===== src/rtl/picomips_pkg.sv =====
`default_nettype none
// ============================================================================
// Package : picomips_pkg
// Opcodes, flag record and decode helpers for the picoMIPS pipeline.
// Revision: 1.0
// ============================================================================
package picomips_pkg;

  typedef enum logic [3:0] {
    OP_NOP  = 4'd0,
    OP_ADD  = 4'd1,
    OP_SUB  = 4'd2,
    OP_ADDI = 4'd3,
    OP_AND  = 4'd4,
    OP_OR   = 4'd5,
    OP_XOR  = 4'd6,
    OP_MULI = 4'd7,
    OP_IN   = 4'd8,
    OP_OUT  = 4'd9,
    OP_BEQ  = 4'd10,
    OP_BNE  = 4'd11,
    OP_JMP  = 4'd12,
    OP_HALT = 4'd15
  } opcode_t;

  typedef struct packed {
    logic z;
    logic n;
  } flags_t;

  // A NOP word is this opcode with every operand field zero.
  localparam opcode_t NOP_OP = OP_NOP;

  function automatic logic is_alu_op(input opcode_t op);
    return op inside {OP_ADD, OP_SUB, OP_ADDI, OP_AND, OP_OR, OP_XOR, OP_MULI};
  endfunction

endpackage
`default_nettype wire


===== src/rtl/picomips_pipe_if.sv =====
`default_nettype none
// ============================================================================
// Interface : picomips_pipe_if
// Program ROM port plus valid/ready data-in and data-out channels.
// Revision: 1.0
// ============================================================================
interface picomips_pipe_if #(
  parameter int N     = 8,
  parameter int NREG  = 8,
  parameter int PSIZE = 6
);
  localparam int RA = $clog2(NREG);
  localparam int IW = 4 + 2 * RA + N;

  logic [PSIZE-1:0] imem_addr;
  logic [IW-1:0]    imem_data;
  logic [N-1:0]     in_data;
  logic             in_valid;
  logic             in_ready;
  logic [N-1:0]     out_data;
  logic             out_valid;
  logic             out_ready;

  modport master (
    output imem_addr,
    input  imem_data,
    input  in_data,
    input  in_valid,
    output in_ready,
    output out_data,
    output out_valid,
    input  out_ready
  );

  modport slave (
    input  imem_addr,
    output imem_data,
    output in_data,
    output in_valid,
    input  in_ready,
    input  out_data,
    input  out_valid,
    output out_ready
  );
endinterface
`default_nettype wire


===== src/rtl/picomips_alu.sv =====
`default_nettype none
// ============================================================================
// Module : picomips_alu
// Combinational ALU; result is zero for opcodes that are not ALU operations.
// Revision: 1.0
// ============================================================================
module picomips_alu
  import picomips_pkg::*;
#(
  parameter int N = 8
) (
  input  logic [N-1:0] i_a,
  input  logic [N-1:0] i_b,
  input  opcode_t      i_op,
  output logic [N-1:0] o_result,
  output flags_t       o_flags
);

  logic [2*N-1:0] w_prod;

  // Signed Q1.(N-1) multiply: keep product bits [2N-2:N-1].
  assign w_prod = {{N{i_a[N-1]}}, i_a} * {{N{i_b[N-1]}}, i_b};

  always_comb begin
    o_result = '0;
    case (i_op)
      OP_ADD, OP_ADDI: o_result = i_a + i_b;
      OP_SUB:          o_result = i_a - i_b;
      OP_AND:          o_result = i_a & i_b;
      OP_OR:           o_result = i_a | i_b;
      OP_XOR:          o_result = i_a ^ i_b;
      OP_MULI:         o_result = N'(w_prod >> (N - 1));
      default:         o_result = '0;
    endcase
  end

  assign o_flags.z = (o_result == '0);
  assign o_flags.n = o_result[N-1];

endmodule
`default_nettype wire


===== src/rtl/picomips_pipe.sv =====
`default_nettype none
// ============================================================================
// Module : picomips_pipe
// Two-stage fetch/execute picoMIPS core with handshaked I/O, branches and HALT.
// Revision: 1.0
// ============================================================================
module picomips_pipe
  import picomips_pkg::*;
#(
  parameter int N     = 8,
  parameter int NREG  = 8,
  parameter int PSIZE = 6
) (
  input  logic           clk,
  input  logic           reset,
  picomips_pipe_if.master bus,
  output logic           halted,
  output logic [N-1:0]   dbg_result
);

  localparam int RA = $clog2(NREG);
  localparam int IW = 4 + 2 * RA + N;
  localparam logic [IW-1:0] NOP_WORD = {NOP_OP, {(IW - 4){1'b0}}};

  logic [PSIZE-1:0] r_pc;
  logic [IW-1:0]    r_ir;
  logic [N-1:0]     r_regs [NREG];
  flags_t           r_flags;
  logic             r_halted;

  opcode_t          w_op;
  logic [RA-1:0]    w_rd;
  logic [RA-1:0]    w_rs;
  logic [N-1:0]     w_imm;
  logic [N-1:0]     w_a;
  logic [N-1:0]     w_rs_val;
  logic [N-1:0]     w_b;
  logic [N-1:0]     w_result;
  flags_t           w_flags;
  logic             w_stall;
  logic             w_taken;
  logic             w_wr_en;
  logic [N-1:0]     w_wr_data;

  assign w_op  = opcode_t'(r_ir[IW-1 -: 4]);
  assign w_rd  = r_ir[IW-5 -: RA];
  assign w_rs  = r_ir[IW-5-RA -: RA];
  assign w_imm = r_ir[N-1:0];

  assign w_a      = (w_rd == '0) ? '0 : r_regs[w_rd];
  assign w_rs_val = (w_rs == '0) ? '0 : r_regs[w_rs];
  assign w_b      = (w_op == OP_ADDI || w_op == OP_MULI) ? w_imm : w_rs_val;

  picomips_alu #(.N(N)) u_alu (
    .i_a      (w_a),
    .i_b      (w_b),
    .i_op     (w_op),
    .o_result (w_result),
    .o_flags  (w_flags)
  );

  // A stalled instruction stays in E: PC, IR, registers and flags all hold.
  always_comb begin
    w_stall = 1'b0;
    w_taken = 1'b0;
    case (w_op)
      OP_IN:   w_stall = !bus.in_valid;
      OP_OUT:  w_stall = !bus.out_ready;
      OP_HALT: w_stall = 1'b1;
      OP_BEQ:  w_taken = r_flags.z;
      OP_BNE:  w_taken = !r_flags.z;
      OP_JMP:  w_taken = 1'b1;
      default: w_taken = 1'b0;
    endcase
  end

  assign w_wr_en   = !w_stall && (is_alu_op(w_op) || w_op == OP_IN) && (w_rd != '0);
  assign w_wr_data = (w_op == OP_IN) ? bus.in_data : w_result;

  always_ff @(posedge clk) begin
    if (reset) begin
      r_pc     <= '0;
      r_ir     <= NOP_WORD;
      r_flags  <= '0;
      r_halted <= 1'b0;
      for (int i = 0; i < NREG; i++) r_regs[i] <= '0;
    end else begin
      if (w_op == OP_HALT) r_halted <= 1'b1;
      if (!w_stall) begin
        if (w_taken) begin
          r_pc <= w_imm[PSIZE-1:0];
          r_ir <= NOP_WORD;
        end else begin
          r_pc <= r_pc + PSIZE'(1);
          r_ir <= bus.imem_data;
        end
        if (is_alu_op(w_op)) r_flags <= w_flags;
      end
      if (w_wr_en) r_regs[w_rd] <= w_wr_data;
    end
  end

  // Handshake outputs decode only from IR, so no input-to-output comb path.
  assign bus.imem_addr = r_pc;
  assign bus.in_ready  = (w_op == OP_IN);
  assign bus.out_valid = (w_op == OP_OUT);
  assign bus.out_data  = w_rs_val;
  assign halted        = r_halted;
  assign dbg_result    = w_result;

endmodule
`default_nettype wire


===== src/flat_wrapper.sv =====
// flat-port wrapper written by rule: the top's interface ports become plain ports
module picomips_pipe_flat import picomips_pkg::*;
#(
  parameter int N     = 8,
  parameter int NREG  = 8,
  parameter int PSIZE = 6
)
  (clk, reset, halted, dbg_result, bus_imem_addr, bus_imem_data, bus_in_data, bus_in_valid, bus_in_ready, bus_out_data, bus_out_valid, bus_out_ready);
  picomips_pipe_if #(.N(N), .NREG(NREG), .PSIZE(PSIZE)) bus_i ();
  input  logic clk;
  input  logic reset;
  output logic halted;
  output logic [N-1:0] dbg_result;
  output wire logic [$bits(bus_i.imem_addr)-1:0] bus_imem_addr;
  input wire logic [$bits(bus_i.imem_data)-1:0] bus_imem_data;
  input wire logic [$bits(bus_i.in_data)-1:0] bus_in_data;
  input wire logic [$bits(bus_i.in_valid)-1:0] bus_in_valid;
  output wire logic [$bits(bus_i.in_ready)-1:0] bus_in_ready;
  output wire logic [$bits(bus_i.out_data)-1:0] bus_out_data;
  output wire logic [$bits(bus_i.out_valid)-1:0] bus_out_valid;
  input wire logic [$bits(bus_i.out_ready)-1:0] bus_out_ready;
  assign bus_imem_addr = bus_i.imem_addr;
  assign bus_i.imem_data = bus_imem_data;
  assign bus_i.in_data = bus_in_data;
  assign bus_i.in_valid = bus_in_valid;
  assign bus_in_ready = bus_i.in_ready;
  assign bus_out_data = bus_i.out_data;
  assign bus_out_valid = bus_i.out_valid;
  assign bus_i.out_ready = bus_out_ready;
  picomips_pipe #(.N(N), .NREG(NREG), .PSIZE(PSIZE)) u_core (.clk(clk), .reset(reset), .bus(bus_i), .halted(halted), .dbg_result(dbg_result));
endmodule

===== config.mk =====
export PLATFORM = sky130hd
export DESIGN_NAME = picomips_pipe_flat
export DESIGN_NICKNAME = d
export VERILOG_FILES = /design/src/rtl/picomips_pkg.sv /design/src/rtl/picomips_pipe_if.sv /design/src/rtl/picomips_alu.sv /design/src/rtl/picomips_pipe.sv /design/src/flat_wrapper.sv
export SDC_FILE = /design/constraint.sdc
export NUM_CORES = 1
export LEC_CHECK = 0
export ABC_AREA = 1
export CORE_MARGIN = 3
export CORE_UTILIZATION = 55
export CTS_CLUSTER_SIZE = 28
export DETAILED_ROUTE_END_ITERATION = 16
export PLACE_DENSITY = 0.78
export RECOVER_POWER = 100
export SYNTH_ARGS = -nofsm -noshare
export SYNTH_HDL_FRONTEND = slang
export SYNTH_SLANG_ARGS = --single-unit

===== constraint.sdc =====
create_clock -name clk -period 6.9 [get_ports clk]
set_input_delay 1.38 -clock clk [delete_from_list [all_inputs] [get_ports clk]]
set_output_delay 1.38 -clock clk [all_outputs]
set_load 0.005 [all_outputs]

---- Word level (Yosys, flattened, before mapping) ----
Memory sizes are Yosys's and may differ from the RTL's. A register that Yosys moved wholly into a read port is not among the register bits.
Index checks and enable logic that the tools add are counted.
operators by class
  mux-type cells .......................... 21
  reduce and logical (&&, ||, !) cells .... 16
  add/sub/neg operators ................... 3
  multipliers ............................. 1
  bitwise operators ....................... 4
  equality and inequality tests ........... 13
operators by type and width
  kind                                            number
  case mux 8 bit (6 select lines)                 1
  2-to-1 mux 8 bit                                5
  == test 4 bit (second input constant)           6
  2-to-1 mux 18 bit                               1
  == test 4 x 3 -> 1 bit (second input constant)  4
  multiplier 8 x 8 -> 15 bit                      1
  2-to-1 mux 3 bit                                5
  adder 8 bit                                     1
  AND 8 bit                                       1
  == test 4 x 2 -> 1 bit (second input constant)  2
  zero test 8 bit                                 1
  OR 8 bit                                        1
  OR reduction 8 bit                              1
  subtractor 8 bit                                1
  bitwise XOR 8 bit                               1
  nonzero test 7 bit                              1
  adder 6 x 1 -> 6 bit (second input constant)    1
  zero test 3 bit                                 2
  2-to-1 mux 1 bit                                6
  2-to-1 mux 6 bit                                1
  case mux 1 bit (3 select lines)                 2
  == test 4 x 1 -> 1 bit (second input constant)  1
  zero test 1 bit                                 4
  nonzero test 3 bit                              1
  other kinds (5)                                 7
word-level totals
  memories ................................ 1
  bits in registers ....................... 26
  bits in writable memories ............... 64
  output and inout bits ................... 25
  logic and storage cells ................. 63
memory list
  memory         words  width  rd ports  clocked after Yosys merged registers in  wr ports  line                 source
  u_core.r_regs  8      8      2         2                                        8         picomips_pipe.sv:27  logic [N-1:0] r_regs [NREG];

---- Longest topological paths before layout ----
  word-level depth ........................ 10
  mapped depth ............................ 34
  mapped depth without buffers ............ 32

---- Hierarchy ----
From an unflattened synthesis, not the netlist that was laid out.
second synthesis, totals
  cell total of the unflattened synthesis .. 1185
  area total of the unflattened synthesis .. 8650.8 µm²
modules (own cells, without submodules)
  module         sequential area each (µm²)  cells each  instances  area an instance (µm²)
  picomips_pipe  2562.5                      598         1          4973.5
  picomips_alu   0.0                         587         1          3677.3

---- Worst setup path after synthesis ----
OpenSTA, ideal clock, no wires.
  path type ............................... register -> output
  start point ............................. register (tool-made name)
  end point ............................... output port dbg_result[7]
  data arrival time ....................... 5.207 ns
  required time ........................... 5.520 ns
  buffers on the path ..................... 3
  cell stages (with the launch flop) ...... 28
  setup slack ............................. 0.313 ns
  path through ............................ dfxtp_1 -> buf_2 -> clkbuf_1 -> o21ai_0 -> nand3_1 -> o211ai_1 -> inv_1 -> ha_1 -> inv_1 -> fa_1 -> inv_1 -> fa_1 -> fa_1 -> inv_1 -> fa_1 -> inv_1 -> ha_1 -> a21oi_1 -> nor2_1 -> a211oi_1 -> nand2_1 -> nand2_1 -> nand2_1 -> a21oi_1 -> nand3_1 -> nand3_2 -> nand3_1 -> buf_4
RTL lines
  item           line                source
  end, declared  flat_wrapper.sv:13  output logic [N-1:0] dbg_result;

==> impl_summary.txt <==
----------------------------------------------------
[CTS]
  Clock Sink Count ... 96
  Clock tree root driver cell ... sky130_fd_sc_hd__clkbuf_16
  Clock-pin transition on the worst setup and hold timing paths ... 70 ps
  Number of hold-repair buffers added at the cts stage ... 0
  TritonCTS clock tree ... yes
  Clock buffer count from CTS ... 9
  Max H-tree Level ... 3
  Clock Path Buffers ... 2
  Clock latency at the later pin of the worst-skew pair ... 360 ps

[Detailed routing]
  Initial drt markers ... 888
  DRC Markers ... 0
  Number of iterations in the first detailed-routing pass ... 6
  Routed vias ... 8427
  Final ANT Viol Nets ... 0
  Wire length reported by the detailed router ... 27800 um
  Drt via density ... roughly 5.4
  Routed len/inst ... around 18 um

[Layout]
  Number of nets at the end of the flow ... 1471
  Share of layout cells above drive strength 1 ... between 20% and 30%
  Most common cell after layout, fill and taps aside ... sky130_fd_sc_hd__nand2_1
  Number of fill cells ... 1222
  Highest-count cells in the layout ignoring fill and taps ... sky130_fd_sc_hd__nand2_1 (247), sky130_fd_sc_hd__inv_1 (235), sky130_fd_sc_hd__buf_4 (123), sky130_fd_sc_hd__nor2_1 (80), sky130_fd_sc_hd__nand3_1 (77)
  Cell Count, Final, Fillers Out ... 1556
  Share of the core filled with cells in the final layout ... about 73%
  Area growth from synthesis to layout ... 29.2%
  N_diodes ... 0

[Logic synthesis]
  Synthesized instance count ... 1159
  Most used DFF post-synth ... sky130_fd_sc_hd__edfxtp_1
  Cell taking the most area after synthesis ... sky130_fd_sc_hd__edfxtp_1
  Yosys cell types ... 46
  Number of synthesized register bits ... 96
  Post-Syn Area ... 8610 um^2
  Share of synthesized flip-flops with an asynchronous set or reset ... 0%
  Synth top area share ... between 20% and 30%
  Count of synthesis-stage warnings from yosys ... 0
  Number of flops mapped to enable cells by yosys ... 64
  Sequential element share of the synthesized area ... between 20% and 30%
  Area contributors post-synth ... sky130_fd_sc_hd__edfxtp_1 (22%), sky130_fd_sc_hd__fa_1 (12%), sky130_fd_sc_hd__nand2_1 (12%)
  Synthesized area per cell ... 7.43 um^2

[Place]
  Final weighted congestion in routability-driven placement ... between 1 and 1.5
  Post-Place Cells ... 1517
  Minimum setup slack after placement ... -385 ps
  Number of buffer cells added on primary ports ... 54
  Post-DP HPWL ... 21500 um

[Timing]
  Final worst hold slack ... 448 ps
  Transition at the pin with the smallest max-transition slack ... roughly 1400 ps
  Worst Slack Setup Final ... ~5.0 ps
  Hold violation count in the final report ... 0
  Post-Route Skew ... 9.04 ps
  Final setup violating endpoints ... 0
  Ratio of final minimum period to clock period ... 99.9%
  Final Critical Period ... 6900 ps
  Setup repair after global routing missed its margin ... yes
  Maximum clock frequency ... 0.145 GHz
  Worst-case headroom to the max-slew limit ... about 4.7%
  Final count of pins violating max slew ... 0

[Global routing]
  Largest net degree at the start of global routing ... 30
  Number of global-route vias before repair ... 7961
  Initial antenna violation count ... 0
  Total GRT Usage ... 32.1%
  First-pass GRT wire length ... 41600 um
  Total gr overflow ... 0

[Critical path]
  Crit path top cell by count ... sky130_fd_sc_hd__fa_1
  Worst EP required ... ~5500 ps
  Type of the worst setup path ... flop to output pin
  Endpoint class of the critical path ... output pin
  Critical Path Fanout Max ... 11
  Peak per-stage delay on the critical path ... 550 ps
  Kind of start point of the critical path ... flop
  Highest-delay cell along the critical path ... sky130_fd_sc_hd__fa_1
  Critical path data arrival time ... 5520 ps

[Die]
  Initial cell density of the core ... 56.4%
  Overall die height ... 131 um
  Number of top-level pins ... 55
  Floorplan die area ... 17200 um^2
  Die width ... 131 um
  FP Rows ... 45
  Area inside the core boundary ... between 15000 and 20000 um^2

[Pwr]
  Highest ir drop seen on vdd ... 199 uV
  Total power ... roughly 3.2 mW
  Pwr Density ... between 200 and 300 nW/um^2
  Static leakage ... 5.73 nW

[Hold path]
  Tightest Hold Check Type ... flop to flop

[Outcome]
  Outcome ... complete, no violations

[Flow run]
  Maxcap violations ... 0

----------------------------------------------------
## where the power goes
part	switching [mW]	leakage (nW)	internal (mW)	total (mW)
Combinational	1.15	4.66	0.898	2.04
Sequential	0.0324	0.925	0.651	0.684
Clock	0.222	0.144	0.261	0.483
Total	1.40	5.73	1.81	3.21
## state kept, by name (all words and copies together) (netlist names), named ones only
signal	count
u_core.r_regs	64
u_core.halted	1
u_core.r_flags	1
u_core.r_ir	18
u_core.bus.imem_addr	6
## worst paths after layout
kind / from / end / slack, ps / depth (start not counted)
max: flop / dbg_result[7] / 5 / 29
min: u_core.halted$_SDFFE_PP0P_ / u_core.halted$_SDFFE_PP0P_ / 450 / 2
max reg2reg: flop / u_core.r_flags[1]$_SDFFE_PP0P_ / 1040 / 36
min reg2reg: u_core.halted$_SDFFE_PP0P_ / u_core.halted$_SDFFE_PP0P_ / 450 / 2
## layer usage
metal | GRT usage, % | part of all wire (%) | vias to the layer above | wire length [um]
met5 | 0 | 0 | - | 0
met4 | 9.86 | 3.3 | 0 | 917
met2 | 57.4 | 50 | 387 | 13900
met3 | 4.13 | 6.2 | 72 | 1710
met1 | 40.4 | 41 | 3964 | 11300
li1 | - | - | 4004 | -
## through the flow
step	area (um^2)	TNS, ps
2_1_floorplan	8630	0
3_3_place_gp	10200	-1360
3_5_place_dp	10200	-1740
4_1_cts	10800	-236
5_1_grt	11100	-624
6_report	11100	0
## critical path, delay by kind of cell, from the launching register on
family / cells / cell delay (ps)
buf+inv: 9 / 820
flops: 1 / 430
simple gates: 10 / 840
compound gates: 5 / 720
fa+ha+maj: 5 / 2330
## logic make-up (layout without fill, tap and decap cells)
family / Yosys count / after routing / synth area share (%)
other: 1 / 8 / 0.0436
adder cells (fa/ha/maj): 101 / 101 / 19.1
AO/OA/AOI/OAI: 155 / 155 / 10.3
AND/OR/NAND/NOR: 497 / 497 / 25.5
XOR/XNOR: 14 / 14 / 1.42
buffers and inverters: 295 / 474 / 13.8
flip-flops: 96 / 96 / 29.8
## Yosys cell counts (2+ instances only)
library cell / number
sky130_fd_sc_hd__buf_1: 2
sky130_fd_sc_hd__o21bai_1: 2
sky130_fd_sc_hd__nand3_1: 97
sky130_fd_sc_hd__buf_6: 8
sky130_fd_sc_hd__xnor2_1: 4
sky130_fd_sc_hd__inv_1: 245
sky130_fd_sc_hd__nand3_2: 8
sky130_fd_sc_hd__ha_1: 50
sky130_fd_sc_hd__o211ai_1: 20
sky130_fd_sc_hd__or2_1: 3
sky130_fd_sc_hd__o221ai_1: 2
sky130_fd_sc_hd__edfxtp_1: 64
sky130_fd_sc_hd__nand4_1: 7
sky130_fd_sc_hd__nand2_1: 266
sky130_fd_sc_hd__inv_2: 16
sky130_fd_sc_hd__nor3_1: 5
sky130_fd_sc_hd__fa_1: 51
sky130_fd_sc_hd__nand3b_1: 3
sky130_fd_sc_hd__a21oi_1: 63
sky130_fd_sc_hd__nand2_2: 10
sky130_fd_sc_hd__clkbuf_1: 12
sky130_fd_sc_hd__a211oi_1: 2
sky130_fd_sc_hd__buf_2: 9
sky130_fd_sc_hd__nor2_4: 6
sky130_fd_sc_hd__dfxtp_1: 32
sky130_fd_sc_hd__o21ai_0: 54
sky130_fd_sc_hd__xor2_1: 10
sky130_fd_sc_hd__buf_4: 2
sky130_fd_sc_hd__nor2_1: 86
sky130_fd_sc_hd__a221oi_1: 4
## cell type report
cell class	instances	area (um^2)	area share, %
multi-input cells	775	5190	46.7
clock inverters	5	37.5	0.338
flip-flops and latches	96	2570	23.1
inverters	262	1010	9.05
repair buffers	196	1800	16.2
clock buffers	11	246	2.22
well taps	211	264	2.37
## timing repair
item,4_1_cts,5_1_grt
resized for setup,55,78
pin swaps,20,42
buffers inserted,9,9
cloned,2,3
endpoints found under the setup margin,8,8
Note: power is estimated with default switching activity, not from simulation.
